[config.mk]
export PLATFORM = sky130hd
export DESIGN_NAME = div_unit
export DESIGN_NICKNAME = d
export VERILOG_FILES = /design/src/rtl/div_unit_pkg.sv /design/src/rtl/div_unit_twos_neg.sv /design/src/rtl/div_unit.sv
export SDC_FILE = /design/constraint.sdc
export NUM_CORES = 1
export LEC_CHECK = 0
export ABC_CLOCK_PERIOD_IN_PS = 8400
export BUFFER_PORTS_ARGS = -buffer_cell sky130_fd_sc_hd__buf_2
export CORE_AREA = 2 2 183 275
export DETAILED_ROUTE_END_ITERATION = 16
export DIE_AREA = 0 0 185 277
export PLACE_DENSITY = 0.43
export SLEW_MARGIN = 20
export SYNTH_ARGS = -nofsm -noshare
export SYNTH_HDL_FRONTEND = slang
export SYNTH_HIERARCHICAL = 1
export SYNTH_SLANG_ARGS = --single-unit
[constraint.sdc]
create_clock -name CLK -period 8.4 [get_ports CLK]
set_clock_uncertainty 0.1 [all_clocks]
set_input_delay 1.26 -clock CLK [delete_from_list [all_inputs] [get_ports CLK]]
set_output_delay 1.26 -clock CLK [all_outputs]
set_load 0.02 [all_outputs]
[src/rtl/div_unit_pkg.sv]
// Shared definitions for the divide unit: ALU op codes for the divide family
// and the sequencer state encoding used by the ALU, decoder and divider.
package div_unit_pkg;

  typedef enum logic [4:0] {
    OP_DIV  = 5'b10001,
    OP_DIVU = 5'b10101,
    OP_REM  = 5'b11001,
    OP_REMU = 5'b11101
  } div_op_e;

  typedef enum logic [1:0] {
    ST_IDLE = 2'd0,
    ST_ITER = 2'd1,
    ST_FIX  = 2'd2,
    ST_FIN  = 2'd3
  } div_state_e;

  function automatic logic is_div_op(input logic [4:0] sel);
    return (sel == OP_DIV) || (sel == OP_DIVU) || (sel == OP_REM) || (sel == OP_REMU);
  endfunction

endpackage

[src/rtl/div_unit_twos_neg.sv]
// Conditional two's-complement negate: passes the value through or negates it.
module twos_neg #(
  parameter int W = 32
) (
  input  logic [W-1:0] i_val,
  input  logic         i_neg,
  output logic [W-1:0] o_val
);

  assign o_val = i_neg ? (~i_val + W'(1)) : i_val;

endmodule

[src/rtl/div_unit.sv]
// Iterative radix-2 restoring divider for DIV/DIVU/REM/REMU, one quotient bit
// per cycle, with a short path for divide-by-zero and signed overflow.
module div_unit
  import div_unit_pkg::*;
#(
  parameter int XLEN = 32
) (
  input  logic            CLK,
  input  logic            RESET,
  input  logic            START,
  input  logic [XLEN-1:0] DATA1,
  input  logic [XLEN-1:0] DATA2,
  input  logic [4:0]      SELECT,
  input  logic            FLUSH,
  output logic [XLEN-1:0] RESULT,
  output logic            BUSY,
  output logic            DONE
);

  localparam int CNT_W = $clog2(XLEN);
  localparam logic [CNT_W-1:0] CNT_MAX = CNT_W'(XLEN - 1);

  div_state_e       r_state;
  logic [CNT_W-1:0] r_cnt;
  logic [XLEN-1:0]  r_data1;
  logic [XLEN-1:0]  r_dvsr;
  logic [XLEN-1:0]  r_quo;
  logic [XLEN:0]    r_rem;
  logic [XLEN-1:0]  r_result;
  logic             r_is_rem;
  logic             r_neg_quo;
  logic             r_neg_rem;
  logic             r_fast;
  logic             r_busy;
  logic             r_done;

  logic            w_sel_signed;
  logic            w_sel_rem;
  logic            w_start_ok;
  logic            w_zero;
  logic            w_ovf;
  logic [XLEN-1:0] w_abs1;
  logic [XLEN-1:0] w_abs2;
  logic [XLEN:0]   w_shift;
  logic [XLEN:0]   w_diff;
  logic [XLEN-1:0] w_fix_in;
  logic            w_fix_neg;
  logic [XLEN-1:0] w_fixed;
  logic [XLEN-1:0] w_fast_res;

  assign w_sel_signed = (SELECT == OP_DIV) || (SELECT == OP_REM);
  assign w_sel_rem    = (SELECT == OP_REM) || (SELECT == OP_REMU);
  assign w_start_ok   = START && is_div_op(SELECT) && !r_fast;
  assign w_zero       = (DATA2 == '0);
  assign w_ovf        = w_sel_signed && (DATA1 == {1'b1, {(XLEN-1){1'b0}}}) && (DATA2 == '1);

  twos_neg #(.W(XLEN)) u_abs1 (.i_val(DATA1), .i_neg(w_sel_signed && DATA1[XLEN-1]), .o_val(w_abs1));
  twos_neg #(.W(XLEN)) u_abs2 (.i_val(DATA2), .i_neg(w_sel_signed && DATA2[XLEN-1]), .o_val(w_abs2));

  // Restoring step: shift the next dividend bit in, keep the difference if non-negative
  assign w_shift = {r_rem[XLEN-1:0], r_quo[XLEN-1]};
  assign w_diff  = w_shift - {1'b0, r_dvsr};

  assign w_fix_in  = r_is_rem ? r_rem[XLEN-1:0] : r_quo;
  assign w_fix_neg = r_is_rem ? r_neg_rem : r_neg_quo;
  twos_neg #(.W(XLEN)) u_fix (.i_val(w_fix_in), .i_neg(w_fix_neg), .o_val(w_fixed));

  // r_dvsr is zero only for a zero divisor; otherwise the short path was overflow
  assign w_fast_res = (r_dvsr == '0) ? (r_is_rem ? r_data1 : '1)
                                     : (r_is_rem ? '0 : {1'b1, {(XLEN-1){1'b0}}});

  always_ff @(posedge CLK) begin
    if (RESET) begin
      r_state   <= ST_IDLE;
      r_cnt     <= '0;
      r_data1   <= '0;
      r_dvsr    <= '0;
      r_quo     <= '0;
      r_rem     <= '0;
      r_result  <= '0;
      r_is_rem  <= 1'b0;
      r_neg_quo <= 1'b0;
      r_neg_rem <= 1'b0;
      r_fast    <= 1'b0;
      r_busy    <= 1'b0;
      r_done    <= 1'b0;
    end else if (FLUSH) begin
      r_state <= ST_IDLE;
      r_fast  <= 1'b0;
      r_busy  <= 1'b0;
      r_done  <= 1'b0;
    end else begin
      case (r_state)
        ST_IDLE: begin
          r_done <= 1'b0;
          // Short-path operands were latched last cycle; load the result now
          if (r_fast) begin
            r_fast   <= 1'b0;
            r_result <= w_fast_res;
            r_done   <= 1'b1;
            r_state  <= ST_FIN;
          end else if (w_start_ok) begin
            r_data1   <= DATA1;
            r_dvsr    <= w_abs2;
            r_quo     <= w_abs1;
            r_rem     <= '0;
            r_is_rem  <= w_sel_rem;
            r_neg_quo <= w_sel_signed && (DATA1[XLEN-1] ^ DATA2[XLEN-1]);
            r_neg_rem <= w_sel_signed && DATA1[XLEN-1];
            if (w_zero || w_ovf) begin
              r_fast <= 1'b1;
            end else begin
              r_cnt   <= CNT_MAX;
              r_busy  <= 1'b1;
              r_state <= ST_ITER;
            end
          end
        end
        ST_ITER: begin
          r_rem <= w_diff[XLEN] ? w_shift : w_diff;
          r_quo <= {r_quo[XLEN-2:0], ~w_diff[XLEN]};
          r_cnt <= r_cnt - 1'b1;
          if (r_cnt == '0) r_state <= ST_FIX;
        end
        ST_FIX: begin
          r_result <= w_fixed;
          r_busy   <= 1'b0;
          r_done   <= 1'b1;
          r_state  <= ST_FIN;
        end
        ST_FIN: begin
          r_done  <= 1'b0;
          r_state <= ST_IDLE;
        end
        default: r_state <= ST_IDLE;
      endcase
    end
  end

  assign RESULT = r_result;
  assign BUSY   = r_busy;
  assign DONE   = r_done;

endmodule

; Yosys cells after proc, flatten, opt, wreduce, memory -nomap -nowiden
; Index checks and enable logic that the tools add are counted.
[op_classes]
n_addsub = 5
eq_ne = 16
n_mux = 35
bitwise_logic = 7
reduce_logical = 28
[ops]
columns = cell, count
row1 = $mux W32, 13
row2 = $pmux W32 S2, 3
row3 = $add A32 B1 Y32 const B, 3
row4 = $not A32 Y32, 3
row5 = $eq A32 B32 Y1 const B, 2
row6 = $logic_not A32 Y1, 2
row7 = $sub A33 B32 Y33, 1
row8 = $eq A5 B5 Y1 const B, 4
row9 = $mux W5, 3
row10 = $reduce_and A4 Y1, 3
row11 = $ne A2 B2 Y1 const B, 5
row12 = $pmux W5 S2, 1
row13 = $mux W1, 8
row14 = $mux W2, 4
row15 = $pmux W2 S4, 1
row16 = $logic_and A1 B1 Y1, 7
row17 = $logic_or A1 B1 Y1, 6
row18 = $ne A3 B3 Y1 const B, 2
row19 = $reduce_and A3 Y1, 2
row20 = $logic_not A5 Y1, 1
row21 = $reduce_and A5 Y1, 1
row22 = $sub A5 B1 Y5 const B, 1
row23 = $eq A2 B2 Y1 const B, 2
row24 = $reduce_bool A2 Y1, 2
row25 = 9 further kinds, 11
[totals]
register_bits = 173
input_bits = 73
output_inout_bits = 34

; Longest topological paths before layout
; Gate-level depths: netlist (run 1).
[logic_depth]
depth_word = 9
ltp_mapped = 14

; Cells and area by module
; The synthesis (run 1) kept the hierarchy.
[by_module_without_submodules]
columns = module, instances, cells_per_inst, area_per_inst_um2, seq_area_each_um2
row1 = div_unit, 1, 1246, 9774.4, 3463.3
row2 = twos_neg, 3, 99, 777.0, 0.0

; Least setup slack after synthesis (run 1)
; No wires, ideal clock.
[synth_path]
path_kind = input-to-reg
start = input DATA1[1]
end = register r_cnt[4]
setup_time_ns = 0.065
t_arrival_ns = 2.985
path_slack_ns = 5.250
path_stages = 8
path_cell_list = or4b_1 nor4_1 nand4_1 o21ai_1 a21boi_1 and2_1 a41o_1 nor2_1
[synth_between]
elab_chain_cells = 6
[synth_lines]
columns = item, line
row1 = from (decl), div_unit.sv:11  ; input logic [XLEN-1:0] DATA1,
row2 = $eq A32 B32 Y1, div_unit.sv:55  ; assign w_ovf = w_sel_signed && (DATA1 == {1'b1, {(XLEN-1){1'b0}}}) && (DATA2 == '1);
row3 = $logic_and A1 B1 Y1 (2 in a row), div_unit.sv:55
row4 = $logic_or A1 B1 Y1, div_unit.sv:110  ; if (w_zero || w_ovf) begin
row5 = $ne A2 B2 Y1 (no source line), n/a
row6 = $reduce_and A5 Y1 (no source line), n/a
row7 = to (signal assigned), div_unit.sv:122  ; r_cnt <= r_cnt - 1'b1;
row8 = to (decl), div_unit.sv:24  ; logic [CNT_W-1:0] r_cnt;
; No other way between the ends.
; A chain may end at the register's enable or synchronous reset.

; Final worst setup path (run 1)
[layout_path]
start = register r_quo[31]
end = register r_rem[26]
[layout_between]
elab_chain_cells = 3
[layout_lines]
columns = item, line
row1 = from (decl), div_unit.sv:27  ; logic [XLEN-1:0] r_quo;
row2 = from (signal assigned), div_unit.sv:105  ; r_quo <= w_abs1;
row3 = from (signal assigned), div_unit.sv:121  ; r_quo <= {r_quo[XLEN-2:0], ~w_diff[XLEN]};
row4 = $sub A33 B32 Y33, div_unit.sv:62  ; assign w_diff = w_shift - {1'b0, r_dvsr};
row5 = $mux W32, div_unit.sv:120  ; r_rem <= w_diff[XLEN] ? w_shift : w_diff;
row6 = $pmux W32 S2, div_unit.sv:93  ; case (r_state)
row7 = to (signal assigned), div_unit.sv:120
row8 = to (decl), div_unit.sv:28  ; logic [XLEN:0] r_rem;
; No other way between the ends.

==> results of run 1 <==
## metal layers
layer / routed length [µm] / track usage / part of all wire / up-vias
met5: 0 / 0 / 0 / -
met4: 2500 / 0.103 / 0.059 / 0
met3: 944 / 0.0191 / 0.022 / 83
met2: 21800 / 0.298 / 0.51 / 207
met1: 17100 / 0.185 / 0.40 / 5433
li1: - / - / - / 5624
## worst register-to-register path, stage by stage (launching register included)
cell	delay, ns
dfxtp_1	0.32
inv_1	0.07
ha_1	0.16
inv_1	0.06
fa_1	0.42
a211oi_1	0.32
o211ai_1	0.24
nand4_1	0.26
a21oi_1	0.10
a211oi_1	0.36
xnor2_2	0.29
buf_4	0.51
nand2_1	0.21
o221ai_1	0.23
## logic make-up (layout without fill, tap and decap cells)
| family | after synthesis | in the layout | share of synthesized area |
|---|---|---|---|
| compound gates | 395 | 395 | 0.219 |
| fa+ha+maj | 42 | 42 | 0.0440 |
| xor+xnor | 116 | 116 | 0.0839 |
| simple gates | 570 | 570 | 0.236 |
| flops | 173 | 173 | 0.286 |
| mux | 93 | 93 | 0.0803 |
| buf+inv | 154 | 207 | 0.0500 |
## cell usage after synthesis (3+ instances only)
cell and count:
a211oi_1 39, buf_2 7, nor4_4 12, o21a_1 3, buf_4 5, nand4b_2 3, mux2_2 33, nor3_1 15
and3_1 6, buf_1 21, nand2b_1 22, ha_1 41, or3_1 3, o211ai_1 6, xnor2_1 109, a21o_1 9
dfxtp_1 173, a311oi_1 4, xor2_1 7, inv_1 55, o311ai_0 32, a21oi_1 109, o31ai_1 25, o221ai_1 8
o41ai_1 15, nor4_1 32, o41ai_2 12, nor2b_1 37, or2b_1 6, nor2_1 94, nand2_1 266, nand3_1 21
o21ai_0 76, clkbuf_1 66, mux2i_1 60, nand3b_1 5, nand4_1 31, and2_1 4, o21ai_1 33, or2_2 6
## sequential cells by signal, summed over array words and instances, names as in the netlist
| register | flops |
|---|---|
| BUSY | 1 |
| r_is_rem | 1 |
| r_data1 | 32 |
| r_dvsr | 32 |
| r_quo | 32 |
| r_neg_rem | 1 |
| r_fast | 1 |
| r_state | 2 |
| RESULT | 32 |
| r_neg_quo | 1 |
| r_cnt | 5 |
| DONE | 1 |
| r_rem | 32 |
## path summary, 6_finish.rpt
| check | startpoint | to | slack, ns | depth (start not counted) |
|---|---|---|---|---|
| hold / removal | r_data1[10]$_SDFFE_PP0P_ | r_data1[10]$_SDFFE_PP0P_ | 0.36 | 2 |
| hold reg to reg | r_data1[10]$_SDFFE_PP0P_ | r_data1[10]$_SDFFE_PP0P_ | 0.36 | 2 |
| setup / recovery | r_quo[31]$_SDFFE_PP0P_ | r_rem[26]$_SDFFE_PP0P_ | 4.65 | 13 |
| setup reg to reg | r_quo[31]$_SDFFE_PP0P_ | r_rem[26]$_SDFFE_PP0P_ | 4.65 | 13 |
## layout make-up
| class | count | area, µm² |
|---|---|---|
| clock buffer | 21 | 470 |
| timing repair buffer | 120 | 638 |
| fill | 5529 | 35200 |
| tap | 663 | 830 |
| inverter | 55 | 206 |
| multi-input combinational | 1216 | 8100 |
| clock inverter | 11 | 130 |
| sequential | 173 | 3460 |
## power groups by stage
stage | clock [mW] | sequential [mW] | combinational (mW)
finish | 0.835 | 0.838 | 0.361
global route | 0.889 | 0.839 | 0.395
CTS | 0.861 | 0.838 | 0.364
detailed placement | 0 | 0.857 | 0.362
global placement | 0 | 0.857 | 0.361
floorplan | 0 | 0.854 | 0.239
==> impl_metrics.toml, run 1 <==
[clocking]
clock_latency_ns = 0.46
postCtsSetupBuffers = 0
clk_transition_reported_paths_ns = 0.07
cts_tree = "yes"
cts-buffers-inserted = 17
cts_root_buf = "clkbuf_16"
cts_hold_buf = 0
clockBufferDepth = 2
cts-resized-gates = 0
htree_levels = 4
clock-sinks = 173

[floorplan]
die_w_um = 185
ioPinCount = 107
fp.dieArea_um2 = 51200
start_util = 0.247
core_area_um2 = 49000
dieHeight_um = 277
core.rowCount = 100

[route]
drt_wl_total_um = 42400
viasPerCell = 5.02
detail-route-antenna-nets = 0
dr_total_vias = 11347
routedWlPerCell_um = 18.8
drc_errors = 0
first_iter_violations = 645
drt_pass1_iterations = 5

[run_status]
status = "finished, final reports clean"

[critical_path]
arrival_ns = 4.01
required_ns = 8.66
end_kind = "flop"
worst_path_largest_cell_delay_ns = 0.51
worst-path-buf-inv = 3
critPathLaunchType = "flop"
crit_slowest_cell = "buf_4"
critPathTopFamily = "compound AO/OA/AOI/OAI gates"
worstPathMaxFanout = 30
critPathKind = "flop to flop"
cp_cell_sequence = "inv_1 > ha_1 > inv_1 > fa_1 > a211oi_1 > o211ai_1 > nand4_1 > a21oi_1 > a211oi_1 > xnor2_2 > buf_4 > nand2_1 > o221ai_1"

[sta]
relSlewSlack = 0.374
final_max_slew_viol_count = 0
fin_setup_tns_ns = 0
period_needed_ns = 3.75
worstMarginPinSlew_ns = 0.931
rsz0062_at_grt = "false"
clock.fmax_ghz = 0.267
setup_ws_ns = 4.65
timing_hold_violations_final = 0
finalSetupViolCount = 0
final.period_utilization = 0.446
fin_hold_ws_ns = 0.358

[layout]
finalInstanceArea_um2 = 13800
antenna_cells = 0
final_net_count = 1698
drive_gt1_frac = 0.148
syn2layout_area_growth_pct = 14.3
final_cell_mix = "266 x nand2_1, 172 x dfxtp_1, 108 x xnor2_1"
final_cells = 2259
final_common_cell = "nand2_1"
fin_util = 0.282

[power]
swShare = 0.299
vdd_ir_drop_max_mv = 0.138
finalPower_mw = 2.03
pwr-share-comb = 0.178
p_switching_mw = 0.609
p_per_area_nw_per_um2 = 147
power.internal_mw = 1.43
p_leak_nw = 4.84
seqPwrFrac = 0.412
pwr-share-clk = 0.410

[yosys]
ys_warn_count = 6
async_reset_ff_frac = 0
synth_seq_cells = 173
netlist_instances = 1543
synth_edf_count = 0
ys_seq_area_frac = 0.286
syn_area_um2 = 12100
yosys-top-cells-area = "dfxtp_1 29%, nand2_1 8.2%, xnor2_1 7.9%"
synthFlopType = "dfxtp_1"
synth.distinct_cells = 66
syn_area_per_cell_um2 = 7.85
synth_top_area_frac = 0.286
synth_top_area_cell = "dfxtp_1"
syn-num-nets = 1658

[place]
place_inst = 2227
gp_congestion = 0.863
portBuffers = 106
hpwlAfterDp_um = 32100
place_ws_ns = 4.20
placed_area_um2 = 13200

[grt]
first_global_vias = 11432
antenna_found_initial = 0
grt_pass1_wl_um = 66000
grt_max_degree = 72
grt_usage = 0.167
grt_remaining_overflow = 0

[hold_path]
hold_path.class = "flop to flop"

[flow_run]
drv_cap = 0
No activity file was read; power rests on OpenSTA's default activity.
==> inputs of run 2 (changes only) <==
--- a/config.mk
+++ b/config.mk
@@ -5,12 +5,13 @@
 export SDC_FILE = /design/constraint.sdc
 export NUM_CORES = 1
 export LEC_CHECK = 0
-export ABC_CLOCK_PERIOD_IN_PS = 8400
+export ABC_AREA = 1
+export ABC_CLOCK_PERIOD_IN_PS = 3200
 export BUFFER_PORTS_ARGS = -buffer_cell sky130_fd_sc_hd__buf_2
-export CORE_AREA = 2 2 183 275
+export CORE_AREA = 2 2 200 300
 export DETAILED_ROUTE_END_ITERATION = 16
-export DIE_AREA = 0 0 185 277
-export PLACE_DENSITY = 0.43
+export DIE_AREA = 0 0 202 302
+export PLACE_DENSITY = 0.44
 export SLEW_MARGIN = 20
 export SYNTH_ARGS = -nofsm -noshare
 export SYNTH_HDL_FRONTEND = slang
==> constraint.sdc (replaced) <==
create_clock -name CLK -period 3.2 [get_ports CLK]
set_clock_uncertainty 0.1 [all_clocks]
set_input_delay 0.48 -clock CLK [delete_from_list [all_inputs] [get_ports CLK]]
set_output_delay 0.48 -clock CLK [all_outputs]
set_load 0.02 [all_outputs]
==> run 2 against run 1 <==
Combinational power increased to 5.7 times the previous value. Register-to-register slack got worse by 4.2 ns. Area after synthesis increased by 19%. Core utilization decreased by 0.092 points. Via count increased by 33%. Hold slack got worse by 0.12 ns. Flip-flop and latch count unchanged. Maximum frequency increased by 39%. Cell count increased by 46%. First-iteration DRC count increased by 41%. Largest cell class unchanged. Largest power group is now clock.
==> impl_metrics.toml, run 2 <==
[run_status]
status = "finished, final reports clean"

[yosys]
synth_seq_cells = 173
synthFlopType = "dfxtp_1"
synth.distinct_cells = 48
async_reset_ff_frac = 0
ys_seq_area_frac = 0.240
syn_area_per_cell_um2 = 5.88
synth_most_common_cell = "nand2_1"
synth_edf_count = 0
synth_top_area_frac = 0.240
synth_common_cells = "750 x nand2_1, 317 x inv_1, 296 x nor2_1"
yosys-top-cells-area = "dfxtp_1 24%, nand2_1 20%, inv_1 8.2%"
netlist_instances = 2453
syn-num-nets = 2568
synth_top_area_cell = "dfxtp_1"
syn_area_um2 = 14400
ys_warn_count = 6

[layout]
final_cell_mix = "750 x nand2_1, 315 x inv_1, 292 x nor2_1"
multiInputGateArea_um2 = 9250
syn2layout_area_growth_pct = 14.1
final_net_count = 2630
nFillCells = 6694
antenna_cells = 0
final_common_cell = "nand2_1"
regArea_um2 = 3460
drive_gt1_frac = 0.131

[clocking]
clk_transition_reported_paths_ns = 0.08
cts-resized-gates = 0
htree_levels = 4
postCtsSetupBuffers = 0
cts_root_buf = "clkbuf_16"
clock_latency_ns = 0.46
cts-buffers-inserted = 17
cts_hold_buf = 0
clock-sinks = 173
clockBufferDepth = 2
cts_tree = "yes"

[grt]
grt_max_degree = 98
first_global_vias = 14388
antenna_found_initial = 0
grt_usage = 0.185
grt_remaining_overflow = 0
grt_pass1_wl_um = 86200

[sta]
timing_hold_violations_final = 0
final_max_slew_viol_count = 0
period_needed_ns = 2.70
rsz0062_at_grt = "false"
final.period_utilization = 0.844
fin_setup_tns_ns = 0
worstMarginPinSlew_ns = 1.02
fin_hold_ws_ns = 0.237
clock.fmax_ghz = 0.370
finalSetupViolCount = 0
relSlewSlack = 0.314

[route]
dr_total_vias = 15088
drt_pass1_iterations = 7
detail-route-antenna-nets = 0
drc_errors = 0
viasPerCell = 4.57
routedWlPerCell_um = 17.3
first_iter_violations = 910
drt_wl_total_um = 57200

[floorplan]
fp.dieArea_um2 = 61000
core.rowCount = 109
dieHeight_um = 302
start_util = 0.247
die_w_um = 202
core_area_um2 = 58500
ioPinCount = 107

[critical_path]
critPathKind = "flop to flop"
critPathLaunchType = "flop"
r2r_start = "r_quo[31]$_SDFFE_PP0P_"
worst_path_largest_cell_delay_ns = 0.46
cp_cell_sequence = "inv_1 > ha_1 > inv_1 > fa_1 > nand2_1 > nand2_1 > nand3_2 > nand2_4 > nand2_4 > nand2_4 > nand2_4 > nand3_4 > nand2_4 > nand2_1 > nand3_1 > a21oi_1"
required_ns = 3.43
crit_slowest_cell = "fa_1"
arrival_ns = 2.93
cp-startpoint = "r_quo[31]$_SDFFE_PP0P_"
crit_path_frequent_cell = "nand2_4"
worstPathMaxFanout = 28
end_kind = "flop"

[power]
p_leak_nw = 7.77
p_per_area_nw_per_um2 = 399
vdd_ir_drop_max_mv = 0.276

[place]
gp_congestion = 0.915
hpwlAfterDp_um = 46400
portBuffers = 106

[hold_path]
worstHoldStart = "DATA1[30]"
hold_path.class = "input port to flop"

[flow_run]
drv_cap = 0
==> run 2: cell types whose count changed in the layout (fill, tap and decap cells not counted), sizes merged, moves of 31 or more <==
cell	change
nand3	+99
nor2b	-37
a211oi	-38
o21ai	+120
xnor2	-77
inv	+286
a31oi	+31
o311ai	-32
nand2	+527
mux2i	-60
nor2	+255
mux2	-33
nor4	-36
==> run 2: power breakdown <==
part,internal [mW],total [mW],switching (mW)
combinational,0.624,2.04,1.42
clock,1.20,2.26,1.07
sequential,2.22,2.25,0.0309
==> run 2: stage by stage <==
stage                     power (mW)  setup slack [ns]  cells  area, µm²   util
after floorplan                 3.71             0.766   2453      14400      -
after global placement          4.36             0.492   3273      15800  0.271
after detailed placement        4.36             0.452   3273      15800  0.271
after CTS                       6.63             0.470   3305      16500  0.281
after global routing            6.93             0.259   3305      16500  0.281
final                           6.56             0.498   3305      16500  0.281
==> run 2: worst paths after layout <==
path	end	slack [ns]	cells after the start
min	r_data1[30]$_SDFFE_PP0P_	0.24	3
min reg2reg	r_quo[4]$_SDFFE_PP0P_	0.37	2
max reg2reg	r_rem[6]$_SDFFE_PP0P_	0.50	16
max	r_rem[6]$_SDFFE_PP0P_	0.50	16
==> run 2: worst max-delay path: cells and delay by family (launching register included) <==
family,cells,cell delay [ns]
buffers and inverters,2,0.16
DFF,1,0.30
and+or+nand+nor,11,1.30
adders and majority gates,2,0.61
AOI/OAI and AO/OA,1,0.06
==> run 2: cells by family (layout without fill, tap and decap cells) <==
| logic type | Yosys count | count (layout) | share of synthesized area |
|---|---|---|---|
| flip-flops | 173 | 173 | 0.240 |
| AO/OA/AOI/OAI | 426 | 426 | 0.164 |
| adder cells (fa/ha/maj) | 42 | 42 | 0.0370 |
| XOR/XNOR | 57 | 57 | 0.0346 |
| buffers and inverters | 436 | 511 | 0.120 |
| AND/OR/NAND/NOR | 1319 | 1319 | 0.405 |
==> run 2: cell type report <==
| cell class | instances | share of cell area |
|---|---|---|
| clock buffers | 17 | 0.0259 |
| clock inverters | 15 | 0.0117 |
| inverters | 339 | 0.0783 |
| multi-input cells | 1844 | 0.562 |
| flip-flops and latches | 173 | 0.211 |
| well taps | 777 | 0.0591 |
| repair buffers | 140 | 0.0523 |
==> run 2: routing by layer <==
metal / global-route usage / wire length (µm) / vias to the layer above / part of all wire
met2: 0.351 / 30400 / 239 / 0.53
met1: 0.209 / 23500 / 6899 / 0.41
met5: 0 / 0 / - / 0
li1: - / - / 7881 / -
met3: 0.0184 / 1160 / 69 / 0.020
met4: 0.0804 / 2230 / 0 / 0.039
==> inputs of run 3 (changes only) <==
--- a/config.mk
+++ b/config.mk
@@ -6,12 +6,12 @@
 export NUM_CORES = 1
 export LEC_CHECK = 0
 export ABC_AREA = 1
-export ABC_CLOCK_PERIOD_IN_PS = 3200
+export ABC_CLOCK_PERIOD_IN_PS = 2750
 export BUFFER_PORTS_ARGS = -buffer_cell sky130_fd_sc_hd__buf_2
 export CORE_AREA = 2 2 200 300
 export DETAILED_ROUTE_END_ITERATION = 16
 export DIE_AREA = 0 0 202 302
-export PLACE_DENSITY = 0.44
+export PLACE_DENSITY = 0.42
 export SLEW_MARGIN = 20
 export SYNTH_ARGS = -nofsm -noshare
 export SYNTH_HDL_FRONTEND = slang
==> constraint.sdc (replaced) <==
create_clock -name CLK -period 2.75 [get_ports CLK]
set_clock_uncertainty 0.1 [all_clocks]
set_input_delay 0.4125 -clock CLK [delete_from_list [all_inputs] [get_ports CLK]]
set_output_delay 0.4125 -clock CLK [all_outputs]
set_load 0.02 [all_outputs]
==> run 3 against run 2 <==
Register-to-register slack worse by 0.28 ns. Wire length up 0.54%. Non-clock buffer count up 21. Via count up 1.3%. Total power up 16%. Flip-flop and latch count unchanged. Die area unchanged. Core utilization up 0.41 points. Combinational power up 19%. Largest cell class unchanged. Highest routed layer unchanged.
==> impl_metrics.toml, run 3 (synthesis gave the netlist of run 2 again) <==
[clocking]
cts-buffers-inserted = 17
clock-sinks = 173
cts_root_buf = "clkbuf_16"
cts_tree = "yes"
postCtsSetupBuffers = 0
clockBufferDepth = 2
clock_latency_ns = 0.47
clk_transition_reported_paths_ns = 0.08
htree_levels = 4

[grt]
antenna_found_initial = 0
grt_pass1_wl_um = 87500
grt_usage = 0.188
first_global_vias = 14675
grt_remaining_overflow = 0
grt_max_degree = 130

[power]
swShare = 0.384
pwr-share-comb = 0.317
p_leak_nw = 7.89
vdd_ir_drop_max_mv = 0.364
seqPwrFrac = 0.344
p_per_area_nw_per_um2 = 457
finalPower_mw = 7.63
p_switching_mw = 2.93
power.internal_mw = 4.70
pwr-share-clk = 0.339

[hold_path]
hold_end = "r_data1[30]$_SDFFE_PP0P_"
worstHoldStart = "DATA1[30]"
hold_path.class = "input port to flop"
whs_path_depth = 3

[critical_path]
worstPathMaxFanout = 46
critPathKind = "flop to flop"
r2r_slack_ns = 0.22
end_kind = "flop"
arrival_ns = 2.78
r2r_start = "r_is_rem$_SDFFE_PP0P_"
critPathLaunchType = "flop"
required_ns = 3.00
r2r_cells = 11
timing.rr.end = "RESULT[31]$_SDFFE_PP0P_"

[layout]
final_common_cell = "nand2_1"
drive_gt1_frac = 0.139
final_net_count = 2651
antenna_cells = 0
nFillCells = 6726
final_cells = 3326
final_cell_mix = "750 x nand2_1, 315 x inv_1, 292 x nor2_1"
syn2layout_area_growth_pct = 15.7

[sta]
relSlewSlack = 0.478
rsz0062_at_grt = "false"
clock.fmax_ghz = 0.395
final_max_slew_viol_count = 0
finalSetupViolCount = 0
timing_hold_violations_final = 0
worstMarginPinSlew_ns = 0.774
period_needed_ns = 2.53
final.period_utilization = 0.921

[route]
detail-route-antenna-nets = 0
dr_total_vias = 15281
viasPerCell = 4.59
first_iter_violations = 901
drc_errors = 0
routedWlPerCell_um = 17.3
drt_pass1_iterations = 5
drt_wl_total_um = 57600

[floorplan]
core_area_um2 = 58500
start_util = 0.247
core.rowCount = 109
die_w_um = 202
dieHeight_um = 302
fp.dieArea_um2 = 61000
ioPinCount = 107

[run_status]
status = "finished, final reports clean"

[place]
place_inst = 3294
hpwlAfterDp_um = 47000
gp_congestion = 0.914
portBuffers = 106

[flow_run]
drv_cap = 0
-- run 3: cell types whose count changed in the layout (fill, tap and decap cells not counted), moves of 2 or more --
cell and change:
buf_12 +6, buf_4 +15, clkinvlp_4 +2, o21ai_0 -2
-- run 3: layout make-up --
type                       instances  area, µm²  area share
clock buffer                      18        439      0.0263
clock inverter                    14        165     0.00990
inverter                         339       1290      0.0774
multi-input combinational       1844       9260       0.555
sequential                       173       3470       0.208
tap                              777        972      0.0582
timing repair buffer             161       1090      0.0655
-- run 3: how the worst max path moves through the flow --
stage | start | to | cells past startpoint
6_report | r_is_rem$_SDFFE_PP0P_ | RESULT[31]$_SDFFE_PP0P_ | 11
5_1_grt | r_dvsr[18]$_SDFFE_PP0P_ | r_rem[22]$_SDFFE_PP0P_ | 14
4_1_cts | r_is_rem$_SDFFE_PP0P_ | RESULT[10]$_SDFFE_PP0P_ | 12
3_5_place_dp | r_is_rem$_SDFFE_PP0P_ | RESULT[10]$_SDFFE_PP0P_ | 11
3_3_place_gp | r_is_rem$_SDFFE_PP0P_ | RESULT[10]$_SDFFE_PP0P_ | 11
2_1_floorplan | r_is_rem$_SDFFE_PP0P_ | RESULT[12]$_SDFFE_PP0P_ | 13
-- run 3: critical path, cell delays in order, from the launching register on --
cell,delay (ns)
dfxtp_4,0.41
buf_12,0.19
o21ai_0,0.62
nor2_1,0.15
nand2_1,0.16
nor2_2,0.06
nand2_2,0.07
nand2_4,0.07
nand3_1,0.09
nand2_1,0.07
o21ai_0,0.29
a21oi_1,0.10
-- run 3: power by group through the flow --
stage / Sequential, mW / Clock [mW] / Combinational, mW
after floorplan: 2.70 / 0 / 1.62
after CTS: 2.62 / 2.66 / 2.43
after global placement: 2.68 / 0 / 2.43
final: 2.62 / 2.58 / 2.42
after global routing: 2.63 / 2.76 / 2.70
after detailed placement: 2.68 / 0 / 2.43
-- run 3: through the flow --
step	hold slack [ns]	setup TNS (ns)	util	setup slack (ns)	cell area, µm²
floorplan	0.340	0	-	0.316	14400
global placement	0.350	-0.913	0.275	-0.179	16100
detailed placement	0.354	-0.637	0.275	-0.147	16100
finish	0.155	0	0.285	0.216	16700
global route	0.171	0	0.285	0.0330	16700
CTS	0.140	0	0.285	0.0464	16700
-- run 3: timing repair --
item                       CTS  global route
setup endpoints to repair   11            24
gates cloned                 0             0
hold buffers                 0             0
gates resized for setup      1             6
-- run 3: routing by layer --
layer / part of all wire / vias to the layer above / GRT usage
li1: - / 7939 / -
met3: 0.022 / 65 / 0.0178
met2: 0.54 / 238 / 0.361
met5: 0 / - / 0
met1: 0.40 / 7039 / 0.209
met4: 0.037 / 0 / 0.0777
